==> src/rtl/fifo_rptr_empty_pkg.sv <==
// Shared FIFO package: default geometry and threshold used by both the read-side
// and write-side pointer blocks.
//   FIFO_ADDR_SIZE : log2 of FIFO depth; pointers are FIFO_ADDR_SIZE+1 bits wide
//   FIFO_AE_THRESH : almost_empty asserts when the read-side level is <= this value
package fifo_rptr_empty_pkg;

    localparam int unsigned FIFO_ADDR_SIZE = 4;
    localparam int unsigned FIFO_AE_THRESH = 2;

endpackage

==> src/rtl/bin_to_gray.sv <==
// Binary to reflected-Gray conversion (purely combinational).
//   bin  : binary input
//   gray : Gray-coded output
module bin_to_gray #(
    parameter int unsigned WIDTH = 5
) (
    input  logic [WIDTH-1:0] bin,
    output logic [WIDTH-1:0] gray
);

    assign gray = bin ^ (bin >> 1);

endmodule

==> src/rtl/gray_to_bin.sv <==
// Reflected-Gray to binary conversion (purely combinational).
//   gray : Gray-coded input
//   bin  : binary output
module gray_to_bin #(
    parameter int unsigned WIDTH = 5
) (
    input  logic [WIDTH-1:0] gray,
    output logic [WIDTH-1:0] bin
);

    // Each binary bit is the XOR of all Gray bits at or above it.
    for (genvar i = 0; i < WIDTH; i++) begin : g_bit
        assign bin[i] = ^gray[WIDTH-1:i];
    end

endmodule

==> src/rtl/sync_2ff.sv <==
// Two-flop synchronizer for a Gray-coded pointer crossing into the clk domain.
// Shared with the write-side pointer block.
//   clk   : destination-domain clock
//   rst_n : asynchronous active-low reset, clears both stages
//   d     : asynchronous input, captured directly by stage1 with no logic in front
//   q     : stage2 output, safe to use in the clk domain
module sync_2ff #(
    parameter int unsigned WIDTH = 5
) (
    input  logic             clk,
    input  logic             rst_n,
    input  logic [WIDTH-1:0] d,
    output logic [WIDTH-1:0] q
);

    logic [WIDTH-1:0] stage1_q;
    logic [WIDTH-1:0] stage2_q;

    always_ff @(posedge clk or negedge rst_n) begin
        if (!rst_n) begin
            stage1_q <= '0;
            stage2_q <= '0;
        end else begin
            stage1_q <= d;
            stage2_q <= stage1_q;
        end
    end

    assign q = stage2_q;

endmodule

==> src/rtl/fifo_rptr_empty.sv <==
// Read-side pointer and empty/level logic of an asynchronous FIFO.
//   clk             : read-domain clock
//   rst_n           : asynchronous active-low reset (deassertion synchronized externally)
//   rd_en           : read request
//   wptr_gray_async : Gray write pointer from the write clock domain
//   rptr_gray       : registered Gray read pointer, exported to the write side
//   raddr           : RAM read address (low ADDR_SIZE bits of the binary read pointer)
//   rd_fire         : accepted read, rd_en & ~empty
//   empty           : registered empty flag
//   almost_empty    : registered, high when rd_level <= AE_THRESH
//   rd_level        : registered occupancy as seen by the read side, 0..2^ADDR_SIZE
module fifo_rptr_empty
    import fifo_rptr_empty_pkg::*;
#(
    parameter int unsigned ADDR_SIZE = FIFO_ADDR_SIZE,
    parameter int unsigned AE_THRESH = FIFO_AE_THRESH
) (
    input  logic                 clk,
    input  logic                 rst_n,
    input  logic                 rd_en,
    input  logic [ADDR_SIZE:0]   wptr_gray_async,
    output logic [ADDR_SIZE:0]   rptr_gray,
    output logic [ADDR_SIZE-1:0] raddr,
    output logic                 rd_fire,
    output logic                 empty,
    output logic                 almost_empty,
    output logic [ADDR_SIZE:0]   rd_level
);

    localparam int unsigned PW = ADDR_SIZE + 1;

    logic [PW-1:0] wsync_gray;
    logic [PW-1:0] wsync_bin;
    logic [PW-1:0] rbin_q;
    logic [PW-1:0] rbin_next;
    logic [PW-1:0] rgray_q;
    logic [PW-1:0] rgray_next;
    logic [PW-1:0] level_q;
    logic [PW-1:0] level_next;
    logic          empty_q;
    logic          almost_empty_q;

    sync_2ff #(
        .WIDTH (PW)
    ) u_wptr_sync (
        .clk   (clk),
        .rst_n (rst_n),
        .d     (wptr_gray_async),
        .q     (wsync_gray)
    );

    gray_to_bin #(
        .WIDTH (PW)
    ) u_wptr_g2b (
        .gray (wsync_gray),
        .bin  (wsync_bin)
    );

    bin_to_gray #(
        .WIDTH (PW)
    ) u_rptr_b2g (
        .bin  (rbin_next),
        .gray (rgray_next)
    );

    assign rd_fire   = rd_en & ~empty_q;
    assign rbin_next = rbin_q + PW'(rd_fire);

    // Level and empty are computed against the post-read pointer, so reading the
    // last entry raises empty on the same edge that consumes it.
    assign level_next = wsync_bin - rbin_next;

    always_ff @(posedge clk or negedge rst_n) begin
        if (!rst_n) begin
            rbin_q         <= '0;
            rgray_q        <= '0;
            level_q        <= '0;
            empty_q        <= 1'b1;
            almost_empty_q <= 1'b1;
        end else begin
            rbin_q         <= rbin_next;
            rgray_q        <= rgray_next;
            level_q        <= level_next;
            empty_q        <= (rgray_next == wsync_gray);
            almost_empty_q <= (32'(level_next) <= AE_THRESH);
        end
    end

    assign rptr_gray    = rgray_q;
    assign raddr        = rbin_q[ADDR_SIZE-1:0];
    assign empty        = empty_q;
    assign almost_empty = almost_empty_q;
    assign rd_level     = level_q;

endmodule

==> config.mk <==
export PLATFORM = sky130hd
export DESIGN_NAME = fifo_rptr_empty
export DESIGN_NICKNAME = d
export VERILOG_FILES = /design/src/rtl/fifo_rptr_empty_pkg.sv /design/src/rtl/bin_to_gray.sv /design/src/rtl/gray_to_bin.sv /design/src/rtl/sync_2ff.sv /design/src/rtl/fifo_rptr_empty.sv
export SDC_FILE = /design/constraint.sdc
export NUM_CORES = 1
export LEC_CHECK = 0
export CAP_MARGIN = 20
export CORE_ASPECT_RATIO = 1.5
export CORE_MARGIN = 10
export CORE_UTILIZATION = 52
export CTS_CLUSTER_SIZE = 20
export DETAILED_ROUTE_END_ITERATION = 10
export PLACE_DENSITY = 0.89
export SLEW_MARGIN = 20
export SYNTH_ARGS = -nofsm -noshare
export SYNTH_HDL_FRONTEND = slang
export SYNTH_SLANG_ARGS = --single-unit
==> constraint.sdc <==
create_clock -name clk -period 6 [get_ports clk]
set_input_delay 1.5 -clock clk [delete_from_list [all_inputs] [get_ports clk]]
set_output_delay 1.5 -clock clk [all_outputs]
set_load 0.1 [all_outputs]
**Word-level counts from Yosys, hierarchy flattened**

Cells that the tools add are included.

- Magnitude comparators: 1
- Reduce and logical (&&, ||, !) cells: 4
- Equality and inequality tests: 1
- Mux-type cells: 0
- Bitwise logic cells: 3
- Add/subtract/negate cells: 2
- Div/mod/pow operators: 0
- Multiply operators: 0
- Shift operators: 0

Operators with widths:

| kind | number |
|---|---|
| $add 5x1->5 | 1 |
| $eq 5x5->1 | 1 |
| $le 5x2->1 const B | 1 |
| $reduce_xor 5->1 | 1 |
| $sub 5x5->5 | 1 |
| $xor 5x4->5 | 1 |
| $reduce_xor 4->1 | 1 |
| $reduce_xor 3->1 | 1 |
| $reduce_xor 2->1 | 1 |
| $and 1x1->1 | 1 |
| $not 1->1 | 1 |

- Bits in writable memories: 0
- Register bits after elaboration: 27
- Memories kept: 0
- Bits of input ports: 8
- Bits in latches: 0
- Logic and storage cells: 18
- ROM bits: 0

**Longest topological paths before layout**

Gate-level depths: netlist of the first run.

- Word-level depth: 5
- Depth in mapped cells: 11
- Depth with buffers taken out: 11

**Cells and area by module**

Synthesis of the first run repeated with hierarchy kept, for this count alone.

- Cells, all modules: 94
- Area, all modules: 1232.4 um^2

By module, submodules not included:

| module | area each (um^2) | instances | cells an instance |
|---|---|---|---|
| fifo_rptr_empty | 867.1 | 1 | 73 |
| sync_2ff | 250.2 | 1 | 10 |
| gray_to_bin | 72.6 | 1 | 6 |
| bin_to_gray | 42.5 | 1 | 5 |

**Least setup slack after synthesis of the first run**

Ideal clock, no wire load.

- Path type: in2reg
- Start: input port rd_en
- End: register almost_empty_q, in the netlist almost_empty
- Cell stages on the path: 10
- Data arrival time: 4.885 ns
- Data required time: 5.923 ns
- Setup slack: 1.037 ns
- Setup time: 0.077 ns
- Path through: nor2b_1 -> ha_1 -> ha_1 -> xor2_1 -> inv_1 -> ha_1 -> inv_1 -> o21bai_4 -> or3_1 -> a31oi_1

- Word-level cells in the longest chain between the ends: 4

RTL lines:

| element | RTL line | RTL |
|---|---|---|
| from (decl) | fifo_rptr_empty.sv:20 | `input logic rd_en,` |
| $and 1x1->1 | fifo_rptr_empty.sv:66 | `assign rd_fire = rd_en & ~empty_q;` |
| $add 5x1->5 | fifo_rptr_empty.sv:67 | `assign rbin_next = rbin_q + PW'(rd_fire);` |
| via rbin_next[2] | fifo_rptr_empty.sv:35 | `logic [PW-1:0] rbin_next;` |
| $sub 5x5->5 | fifo_rptr_empty.sv:71 | `assign level_next = wsync_bin - rbin_next;` |
| $le 5x2->1 | fifo_rptr_empty.sv:85 | `almost_empty_q <= (32'(level_next) <= AE_THRESH);` |
| to (signal assigned) | fifo_rptr_empty.sv:85 |  |
| to (decl) | fifo_rptr_empty.sv:41 | `logic almost_empty_q;` |

The timed path passes the listed nets, and every way through them passes these cells.

**Final worst setup path of the first run**

- Start: input port rd_en
- End: output port rd_fire

- Word-level cells in the longest chain between the ends: 1

RTL lines:

| element | RTL line | RTL |
|---|---|---|
| $and 1x1->1 | fifo_rptr_empty.sv:66 |  |
| to (decl) | fifo_rptr_empty.sv:24 | `output logic rd_fire,` |

Every way passes these cells.

==> impl_metrics.tcl, run 1 <==
set metrics [dict create \
    grt_overflow 0 \
    crit_family "buffers and inverters" \
    syn_inst 88 \
    yosysUniqueCellTypes 27 \
    viasPerCell 5.219 \
    area_delta_synth_final_pct 25.24 \
    rsz0062_at_grt "no" \
    finalCriticalPeriod_ns 4.024 \
    ys_ff_latch 26 \
    insertion_delay_ns 0.31 \
    start_util_pct 55.60 \
    timing.final.crit_share_pct 67.07 \
    synth_commonest_cells "dfrtp_1, xor2_1, inv_1" \
    wl_per_cell_um 14.64 \
    portBuffers 24 \
    slowest_stage "clkdlybuf4s50_1" \
    synth-edff-count 0 \
    status "completed" \
    setup_viol 0 \
    seq_area_frac_synth_pct 56.55 \
    cts.path.max_buffers 2 \
    numClockSinks 26 \
    crit_path_start_kind "input port" \
    finalMaxSlewViolations 0 \
    cp_cell_sequence "clkdlybuf4s50_1, nor2b_1, buf_4" \
    drtIter0Drc 19 \
    cts_resized 0 \
    critical_path_required_ns 4.50 \
    cts_buffers 3 \
    timing.setup.tns_ns 0 \
    fmaxAchievable_ghz 0.2485 \
    die_h_um 77.72 \
    antenna_found_initial 0 \
    fp-row-count 20 \
    cts-root-buf "clkbuf_4" \
    grt_pass1_vias 741 \
    async_flop_share_pct 100.0 \
    worst_pin_slew_ns 0.9801 \
    synth_area_per_cell_um2 13.12 \
    cts_tree "built" \
    io_pins 25 \
    synth_top_area_share_pct 52.00 \
    r2r_slack_ns 3.28 \
    netlist_area_um2 1155 \
    yosys_most_used_dff "dfrtp_1" \
    crit_type "in2out" \
    postCtsSetupRepairBufs 0 \
    die_w_um 58.48 \
    crit_path_max_incr_delay_ns 0.47 \
    grt_pass1_wl_mm 3.318 \
    drtPass1Iterations 5 \
    cap_violations 0 \
    final_util_pct 69.64 \
    antenna_cells 0 \
    antenna_left 0 \
    path_clk_slew_ns 0.13 \
    drc_errors 0 \
    holdWs_ns 0.3677 \
    min_path_type "reg2reg" \
    yosysTopAreaCell "dfrtp_1" \
    dr_total_vias 715 \
    cp_max_fo 2 \
    fin_ws_ns 1.976 \
    synthTopCellsByArea "dfrtp_1, xor2_1, ha_1, dfstp_2, xnor2_1" \
    post-synth-top-count-cell "dfrtp_1" \
    relSlewSlack_pct 34.46 \
    num-nets-final 130 \
    synth_nets 102 \
    fp.dieArea_um2 4545 \
    crit_path_end_kind "primary output" \
    cts_hold_buf 0 \
    hpwl_mm 1.611 \
    drive_above_1_share_pct 10.43 \
    pre_cts_slack_ns 1.722 \
    wl_mm 2.006 \
    fillers 153 \
    core_um2 2077 \
    hold_viol 0 \
    gp_congestion 0.7117 \
    arrival_ns 2.52 \
    grtUsageTotal_pct 9.056 \
    cp.buffers_inverters 2 \
    cts_max_level 1 \
    grt_start_max_net_pins 27 \
    clock_skew_ns 0.005246 \
    yosysWarnings 0 \
]
layout make-up:
type / instances / area, um2 / share of cell area [%]
flip-flops and latches: 26 / 653.1 / 45.16
well taps: 22 / 27.53 / 1.903
repair buffers: 24 / 232.7 / 16.09
clock buffers: 4 / 36.28 / 2.509
inverters: 7 / 26.28 / 1.817
multi-input cells: 54 / 470.5 / 32.53
per-layer routing:
layer	routed length [um]	track usage (%)	up-vias
li1	-	-	338
met5	0	0	-
met1	695	8.031	350
met4	27	3.538	0
met3	139	2.932	6
met2	1143	17.48	21
sequential cells by signal, indices dropped and copies added, names as in the netlist:
| name | flops |
|---|---|
| almost_empty | 1 |
| rd_level | 5 |
| rbin_q | 5 |
| u_wptr_sync.stage1_q | 5 |
| rptr_gray | 4 |
| u_wptr_sync.q | 5 |
| empty | 1 |
cell usage in the layout (no fill, tap or decap):
cell type,instances
a21oi_1,1
a22oi_1,1
a31oi_1,1
and2_1,1
and3_1,1
buf_2,1
buf_4,1
clkbuf_4,3
clkbuf_8,1
clkdlybuf4s50_1,22
dfrtp_1,24
dfstp_2,2
ha_1,6
inv_1,7
maj3_1,1
mux2i_1,1
nand2_1,2
nand2b_1,1
nand3_1,3
nand4_1,1
nor2_1,4
nor2b_1,2
nor3_1,1
o211a_1,1
o21bai_1,1
o21bai_4,1
or3_1,1
xnor2_1,4
xnor2_2,2
xnor3_4,1
xor2_1,16
worst reg2reg max path, delay by kind of cell (launching register included):
family                     cells  cell delay, ns
and+or+nand+nor                2            0.44
AOI/OAI and AO/OA              2            0.26
adders and majority gates      3            0.79
buffers and inverters          2            0.20
DFF                            1            0.56
xor gates and xnor gates       1            0.42
path summary, 6_finish.rpt:
kind	start	end	cells after the start
setup / recovery	rd_en	rd_fire	3
hold / removal	u_wptr_sync.stage1_q[1]	u_wptr_sync.q[1]	0
setup reg to reg	empty	almost_empty	10
hold reg to reg	u_wptr_sync.stage1_q[1]	u_wptr_sync.q[1]	0
max in group asynchronous	rst_n	empty	1
min in group asynchronous	rst_n	rd_level[4]	1
cell families (layout without fill, tap and decap cells):
kind of cell | after synthesis | count (layout) | share of synthesized area, %
compound gates | 6 | 6 | 4.768
fa+ha+maj | 7 | 7 | 7.367
mux | 1 | 1 | 0.8668
flops | 26 | 26 | 56.56
simple gates | 17 | 17 | 7.476
buf+inv | 8 | 35 | 2.709
xor+xnor | 23 | 23 | 20.26
through the flow:
stage	cell area (um2)	std cells
after global routing	1446	137
after global placement	1415	133
final	1446	137
after floorplan	1155	88
after CTS	1451	137
after detailed placement	1415	133
Power of run 1 is not shown: default switching activity piles up to over one toggle a cycle in this logic, so the estimate is an artifact.
==> inputs of run 2 (changes only) <==
- CORE_UTILIZATION: 52 -> 49
- PLACE_DENSITY: 0.89 -> 0.85
- clock period: 6 -> 3.8 ns (I/O delays scaled with it)
==> impl_metrics.tcl, run 2 (synthesis gave the netlist of run 1 again) <==
set metrics [dict create \
    grt_pass1_vias 810 \
    arrival_ns 3.40 \
    insertion_delay_ns 0.32 \
    place_inst 137 \
    core_um2 2233 \
    die_h_um 79.46 \
    antenna_cells 0 \
    gp_congestion 0.7260 \
    setup_viol 0 \
    final_common_cell "dfrtp_1" \
    final_util_pct 65.94 \
    antenna_found_initial 0 \
    die_w_um 59.64 \
    cts_tree "built" \
    worst_pin_slew_ns 0.9860 \
    start_util_pct 51.71 \
    area_delta_synth_final_pct 27.52 \
    pre_cts_slack_ns 0.3276 \
    hold_viol 0 \
    timing.setup.tns_ns 0 \
    min_path_type "reg2reg" \
    grtUsageTotal_pct 9.226 \
    wl_mm 2.071 \
    hpwl_mm 1.725 \
    final_cell_mix "dfrtp_1, clkdlybuf4s50_1, xor2_1, inv_1" \
    portBuffers 24 \
    io_pins 25 \
    grt_start_max_net_pins 27 \
    status "completed" \
    drtPass1Iterations 3 \
    num-nets-final 133 \
    fin_ws_ns 0.6424 \
    finalMaxSlewViolations 0 \
    fp-row-count 21 \
    dr_total_vias 730 \
    timing.final.crit_share_pct 83.09 \
    fillers 161 \
    crit_type "in2reg" \
    fmaxAchievable_ghz 0.3167 \
    cts_max_level 1 \
    finalNonFillerCells 141 \
    antenna_left 0 \
    relSlewSlack_pct 34.06 \
    drc_errors 0 \
    cp_max_fo 4 \
    postCtsSetupRepairBufs 0 \
    crit_path_end_kind "register" \
    numClockSinks 26 \
    grt_pass1_wl_mm 3.381 \
    cts-root-buf "clkbuf_4" \
    wl_per_cell_um 14.69 \
    cts_buffers 3 \
    fp.dieArea_um2 4739 \
    path_clk_slew_ns 0.13 \
    cap_violations 0 \
    cts.path.max_buffers 2 \
    viasPerCell 5.177 \
    drive_above_1_share_pct 15.25 \
    cts_resized 0 \
    finalCriticalPeriod_ns 3.158 \
    drtIter0Drc 9 \
    rsz0062_at_grt "no" \
    cts_hold_buf 0 \
    critical_path_required_ns 4.04 \
    grt_overflow 0 \
    clock_skew_ns 0.005830 \
    crit_path_start_kind "input port" \
]
==> run 2: routing by layer <==
layer / vias up / GRT usage, % / share of wire (%)
met5: - / 0 / 0
li1: 344 / - / -
met4: 0 / 6.306 / 4.3
met1: 355 / 7.685 / 33
met2: 20 / 17.87 / 59
met3: 11 / 1.752 / 4.0
==> run 2: worst max-delay path, stage by stage <==
cell,delay [ns]
clkdlybuf4s50_1,0.48
nor2b_4,0.16
ha_1,0.16
nand3_1,0.13
xor2_1,0.17
buf_4,0.15
ha_1,0.33
a21oi_1,0.30
nand2b_1,0.12
xnor2_1,0.17
a22oi_1,0.08
a31oi_1,0.20
==> run 2: final timing paths <==
check	to	start	cells after the start	slack [ns]
setup / recovery	almost_empty	rd_en	12	0.64
hold / removal	u_wptr_sync.q[1]	u_wptr_sync.stage1_q[1]	0	0.36
setup reg to reg	almost_empty	empty	8	1.31
hold reg to reg	u_wptr_sync.q[1]	u_wptr_sync.stage1_q[1]	0	0.36
max in group asynchronous	almost_empty	rst_n	2	2.69
min in group asynchronous	u_wptr_sync.q[0]	rst_n	1	0.59
==> run 2: layout make-up <==
class                   count  area (um2)  area share (%)
clock buffers               4       36.28           2.464
inverters                   7       26.28           1.784
multi-input cells          54       478.0           32.46
flip-flops and latches     26       653.1           44.35
well taps                  23       28.78           1.954
repair buffers             27       250.2           16.99
==> run 2: per-stage QoR <==
stage,hold WS [ns],instance area [um2]
2_1_floorplan,0.3312,1162
3_3_place_gp,0.3334,1441
3_5_place_dp,0.3347,1441
4_1_cts,0.3653,1478
5_1_grt,0.3787,1473
6_report,0.3640,1473
Power of run 2 is left out for the same reason.
